--- config.mk ---
export PLATFORM = sky130hd
export DESIGN_NAME = package_finder
export DESIGN_NICKNAME = d
export VERILOG_FILES = /design/src/rtl/package_finder.sv
export SDC_FILE = /design/constraint.sdc
export NUM_CORES = 1
export LEC_CHECK = 0
export CAP_MARGIN = 20
export CORE_UTILIZATION = 30
export CTS_CLUSTER_SIZE = 20
export DETAILED_ROUTE_END_ITERATION = 12
export GPL_TIMING_DRIVEN = 1
export SYNTH_ARGS = -nofsm -noshare
export SYNTH_HDL_FRONTEND = slang
export SYNTH_SLANG_ARGS = --single-unit
--- constraint.sdc ---
create_clock -name clk -period 3.5 [get_ports clk]
set_input_delay 1.05 -clock clk [delete_from_list [all_inputs] [get_ports clk]]
set_output_delay 1.05 -clock clk [all_outputs]
set_load 0.1 [all_outputs]
--- src/rtl/package_finder.sv ---
// Header-hunting framer: strobes get_package after HEADER_REPEAT header words and masks the payload window.
// Define PKG_TRAILER_CHECK_EN to add the post-window trailer check and its error counter.
module package_finder #(
   parameter logic [15:0] HEADER_WORD    = 16'hAAAA,
   parameter int unsigned HEADER_REPEAT  = 2,
   parameter int unsigned PACKAGE_LENGTH = 1036,
   parameter logic [15:0] TRAILER_WORD   = 16'h5555
) (
   input  logic        clk,
   input  logic        live,
   input  logic [15:0] data_in,
   output logic [15:0] data_out,
   output logic        get_package,
   output logic        in_package,
   output logic [15:0] pkg_count,
`ifdef PKG_TRAILER_CHECK_EN
   output logic [7:0]  trailer_err_count,
`endif
   output logic        trailer_err
);

   typedef enum logic [1:0] {StHunt, StPackage, StCheck} state_e;

   localparam logic [1:0]  MatchLast = 2'(HEADER_REPEAT - 1);
   localparam logic [11:0] WinLast   = 12'(PACKAGE_LENGTH);

   state_e      state_q, state_d;
   logic [1:0]  match_cnt_q, match_cnt_d;
   logic [11:0] win_cnt_q, win_cnt_d;
   logic [15:0] data_out_q;
   logic        get_package_q, get_package_d;
   logic        in_package_q, in_package_d;
   logic [15:0] pkg_count_q, pkg_count_d;
   logic        trailer_err_q, trailer_err_d;
   logic [7:0]  terr_cnt_q, terr_cnt_d;

   always_comb begin
      state_d       = state_q;
      match_cnt_d   = match_cnt_q;
      win_cnt_d     = win_cnt_q;
      get_package_d = 1'b0;
      in_package_d  = in_package_q;
      pkg_count_d   = pkg_count_q;
      trailer_err_d = 1'b0;
      case (state_q)
         StHunt: begin
            if (data_in == HEADER_WORD) begin
               if (match_cnt_q == MatchLast) begin
                  get_package_d = 1'b1;
                  pkg_count_d   = pkg_count_q + 16'd1;
                  match_cnt_d   = 2'd0;
                  win_cnt_d     = 12'd0;
                  in_package_d  = 1'b1;
                  state_d       = StPackage;
               end else begin
                  match_cnt_d = match_cnt_q + 2'd1;
               end
            end else begin
               match_cnt_d = 2'd0;
            end
         end
         StPackage: begin
            // Header words inside the window are payload.
            match_cnt_d = 2'd0;
            win_cnt_d   = win_cnt_q + 12'd1;
            if (win_cnt_q == WinLast) begin
               in_package_d = 1'b0;
`ifdef PKG_TRAILER_CHECK_EN
               state_d      = StCheck;
`else
               state_d      = StHunt;
`endif
            end
         end
`ifdef PKG_TRAILER_CHECK_EN
         StCheck: begin
            match_cnt_d   = 2'd0;
            trailer_err_d = (data_in != TRAILER_WORD);
            state_d       = StHunt;
         end
`endif
         default: state_d = StHunt;
      endcase
   end

   always_comb begin
      terr_cnt_d = terr_cnt_q;
      if (trailer_err_d && terr_cnt_q != 8'hFF) begin
         terr_cnt_d = terr_cnt_q + 8'd1;
      end
   end

   always_ff @(posedge clk or negedge live) begin
      if (!live) begin
         state_q       <= StHunt;
         match_cnt_q   <= 2'd0;
         win_cnt_q     <= 12'd0;
         data_out_q    <= 16'd0;
         get_package_q <= 1'b0;
         in_package_q  <= 1'b0;
         pkg_count_q   <= 16'd0;
         trailer_err_q <= 1'b0;
         terr_cnt_q    <= 8'd0;
      end else begin
         state_q       <= state_d;
         match_cnt_q   <= match_cnt_d;
         win_cnt_q     <= win_cnt_d;
         data_out_q    <= data_in;
         get_package_q <= get_package_d;
         in_package_q  <= in_package_d;
         pkg_count_q   <= pkg_count_d;
         trailer_err_q <= trailer_err_d;
         terr_cnt_q    <= terr_cnt_d;
      end
   end

   assign data_out    = data_out_q;
   assign get_package = get_package_q;
   assign in_package  = in_package_q;
   assign pkg_count   = pkg_count_q;
   assign trailer_err = trailer_err_q;

`ifdef PKG_TRAILER_CHECK_EN
   assign trailer_err_count = terr_cnt_q;
`else
   logic unused_trailer;
   assign unused_trailer = ^{TRAILER_WORD, terr_cnt_q};
`endif

endmodule

* After elaboration in Yosys (flattened, before gate mapping)
Cells that the tools add are included.
** Word-level totals
- Register bits :: 50
- Bits of input ports :: 18
- Output and inout port bits :: 35
- Word-level logic and storage cells :: 40
** Operators by class
- $add $sub $neg :: 3
- Equal/unequal tests :: 7
- Muxes and demuxes :: 17
- Reductions and logical operators :: 6
** Operator list (number)
- $mux W12 :: 2
- $pmux W12 S2 :: 1
- $add A16 B1 Y16 const B :: 1
- $eq A16 B16 Y1 const B :: 1
- $add A12 B1 Y12 const B :: 1
- $eq A12 B11 Y1 const B :: 1
- $mux W2 :: 5
- $reduce_and A3 Y1 :: 3
- $pmux W2 S2 :: 2
- $mux W1 :: 6
- $ne A2 B2 Y1 const B :: 3
- $eq A2 B1 Y1 const B :: 2
- $reduce_and A4 Y1 :: 1
- $add A2 B1 Y2 const B :: 1
- $logic_not A2 Y1 :: 1
- $pmux W1 S2 :: 1
- $reduce_bool A2 Y1 :: 1

* Logic depth before layout (Yosys ltp)
- Word-level depth :: 4
- Gate-level depth with buffers :: 5
- Gate-level depth less buffers :: 5

* Worst setup path before layout
No wires, ideal clock.
- Path type :: input to register
- Start :: input port data_in[14]
- End :: register win_cnt_q[0]
- Library setup time :: 0.125 ns
- Arrival time :: 2.127 ns
- Required time :: 3.375 ns
- Setup slack :: 1.248 ns
- Stages :: 5
- Path buffers :: 1
- Cell sequence :: and4bb_2 > nand4_1 > o21ba_2 > buf_2 > mux2_2
** Between the ends
- Cells in the longest elaborated chain, start to end :: 3
** Ends and longest elaborated chain
- from (decl) :: line 11 : input logic [15:0] data_in,
- $eq A16 B16 Y1 :: line 47 : if (data_in == HEADER_WORD) begin
- $ne A2 B2 Y1 (no source line)
- $reduce_and A3 Y1 (no source line)
- to (signal assigned) :: line 107 : win_cnt_q <= win_cnt_d;
- to (decl) :: line 29 : logic [11:0] win_cnt_q, win_cnt_d;
Every way passes these cells.
A chain may end at the register's enable or synchronous reset.

* Worst setup path in the final report
- Start :: input port data_in[5]
- End :: register pkg_count_q[1], in the netlist pkg_count[1]
** Between the ends
- Cells in the longest elaborated chain, start to end :: 2
** Ends and longest elaborated chain
- $eq A16 B16 Y1 :: line 47
- $reduce_and A3 Y1 (no source line)
- to (signal assigned) :: line 111 : pkg_count_q <= pkg_count_d;
- to (decl) :: line 33 : logic [15:0] pkg_count_q, pkg_count_d;
Every way passes these cells.

==> impl_metrics.toml <==
[run_status]
status = "finished with violations"
violations = "DRC"

[cts]
ctsHoldBuffers = 0
cts_sinks = 48
postCtsSetupBuffers = 0
cts_made_buffers = 5
cts_tree = "yes"
cts-root-buf = "clkbuf_8"
cts_resized = 0
cts.clk_slew.worst_paths_ns = 0.08
clock_latency_ns = 0.29
clockBufferDepth = 2
cts-htree-levels = 2

[floorplanning]
core_area_mm2 = 0.00646
die_area_mm2 = 0.00716
fp.dieH_um = 84.6
initial_core_util = 0.317
dieWidth_um = 84.6
ioPinCount = 53
row_count = 29

[global_routing]
grt_max_degree = 29
antenna_found_initial = 0
grt_pass1_wl_um = 7030
grt_pass1_vias = 1441
gr-total-overflow = 0
grt_usage = 0.124

[cells_and_area]
syn2layout_area_growth_pct = 29.8
antenna-diode-count = 0
nFillCells = 635
drive_gt1_frac = 0.261
nets = 242

[pwr]
p_sw_mw = 0.274
intPower_mw = 0.807
vdd_drop_max_uv = 184
p_per_area_mw_per_mm2 = 407
pwr-share-comb = 0.120
p_leak_nw = 1.21
p_clk_frac = 0.357
p_sw_frac = 0.253
seqPwrFrac = 0.523

[route]
drc = 5
via_per_inst = 4.85
dr.first_iter.drc_count = 62
via_count = 1449
dr.pass1.iters = 8
routedWlPerCell_um = 14.0
ant_nets = 0
wl_um = 4190

[logic_synthesis]
async_reset_ff_frac = 1.00
yosys-top-cells-count = "dfrtp_1 (48), xor2_1 (13), nand2_1 (9)"
yosys.cell_count.top_type = "dfrtp_1"
synth_cells = 166
synth_edf_count = 0
synth_cell_types = 40
ys_ff_latch = 48
ys_seq_area_frac = 0.587
yosys-top-cells-area = "dfrtp_1 (59%), xor2_1 (5.6%), xnor2_1 (3.4%), a22o_1 (2.6%), and4bb_2 (2.4%)"
avgSynthCellArea_um2 = 12.3
synth_ff_type = "dfrtp_1"
yosys.area.top_type = "dfrtp_1"
yosys_warnings = 0
synth_top_cell_area_share = 0.587
synth_nets = 187
netlist_area_mm2 = 0.00205

[setup_path]
worst_setup_path_end_kind = "flip-flop"
crit_arrival_ns = 2.73
required_ns = 3.69
cp-start-kind = "input port"
critPathMaxFanout = 7
criticalPathCategory = "input port to flip-flop"

[sta]
worst_pin_slew_ns = 0.593
fmax_mhz = 393
timing.final.max_slew_violations = 0
setup_viol = 0
setup_tns_ns = 0
max-slew-margin-rel = 0.605
skew_ns = 0.00334
fin_crit_sh = 0.727
finalCriticalPeriod_ns = 2.54
final.setup.worst_slack_ns = 0.957
rsz0062_at_grt = "false"
hold_violations = 0

[placement]
routabilityCongestion = 0.766
portBuffers = 51
dp_slack_ns = 0.651
post-dp-hpwl_um = 3020

[flow_run]
cap_violations = 0

[min_path]
hold_path_class = "flip-flop to flip-flop"
final timing paths:
kind | slack [ns] | from | cells past startpoint | end
max | 0.96 | data_in[5] | 6 | pkg_count[1]$_DFFE_PN0P_
min | 0.48 | pkg_count[15]$_DFFE_PN0P_ | 1 | pkg_count[15]$_DFFE_PN0P_
max reg2reg | 1.72 | in_package$_DFFE_PN0P_ | 4 | win_cnt_q[11]$_DFFE_PN0P_
min reg2reg | 0.48 | pkg_count[15]$_DFFE_PN0P_ | 1 | pkg_count[15]$_DFFE_PN0P_
max in group asynchronous | 2.05 | live | 2 | win_cnt_q[5]$_DFFE_PN0P_
min in group asynchronous | 0.75 | live | 1 | win_cnt_q[1]$_DFFE_PN0P_
power groups by stage:
| stage | sequential, mW | clock (mW) | combinational [mW] |
|---|---|---|---|
| final | 0.566 | 0.386 | 0.129 |
| after CTS | 0.566 | 0.403 | 0.131 |
| after floorplan | 0.648 | 0 | 0.00936 |
| after detailed placement | 0.577 | 0 | 0.131 |
| after global placement | 0.577 | 0 | 0.131 |
| after global routing | 0.567 | 0.423 | 0.135 |
state kept, by name (all words and copies together), names as in the netlist:
register	count
get_package	1
pkg_count	16
match_cnt_q	2
win_cnt_q	12
in_package	1
data_out	16
routing by layer:
layer	GRT usage	routed length, µm
met5	0	0
met3	0.0334	249
met2	0.192	1880
met4	0.0416	42
met1	0.169	2020
layout make-up:
| class | count | area [µm²] | area share |
|---|---|---|---|
| Tap cell | 77 | 96.3 | 0.0363 |
| Clock inverter | 2 | 35.0 | 0.0132 |
| Inverter | 7 | 26.3 | 0.00989 |
| Timing Repair Buffer | 54 | 443 | 0.167 |
| Sequential cell | 48 | 1200 | 0.452 |
| Clock buffer | 6 | 72.6 | 0.0273 |
| Multi-Input combinational cell | 105 | 783 | 0.295 |
kinds of logic after synthesis:
| kind of cell | count (synthesis) | share of synthesized area |
|---|---|---|
| flip-flops | 48 | 0.587 |
| adder cells (fa/ha/maj) | 3 | 0.0183 |
| multiplexers | 2 | 0.0110 |
| buffers and inverters | 13 | 0.0306 |
| AO/OA/AOI/OAI | 16 | 0.0569 |
| other | 1 | 0.00183 |
| XOR/XNOR | 21 | 0.0899 |
| AND/OR/NAND/NOR | 62 | 0.205 |
metrics by stage:
step	instance area, µm²	power [mW]	hold WS, ns	util	instances
CTS	2660	1.10	0.480	0.411	299
global route	2660	1.12	0.493	0.411	299
detailed placement	2550	0.708	0.468	0.395	291
global placement	2550	0.707	0.465	0.395	291
floorplan	2050	0.657	0.440	-	166
finish	2660	1.08	0.477	0.411	299
worst max-delay path, cell delays in order:
cell,delay (ns)
clkdlybuf4s50_1,0.50
nor4bb_1,0.29
nand4_1,0.24
nor2_2,0.16
buf_4,0.16
mux2_2,0.33
placed cells by master (no fill, tap or decap), types with 5 or more instances in the layout:
cell type / n
nand3_1: 8
inv_1: 7
xor2_1: 13
nor3b_1: 5
buf_4: 37
nor3_1: 6
nand2_1: 9
xnor2_1: 8
dfrtp_1: 48
o21ai_0: 6
clkdlybuf4s50_1: 16
a22o_1: 6
clkbuf_8: 5
(Power assumes the default switching activity.)
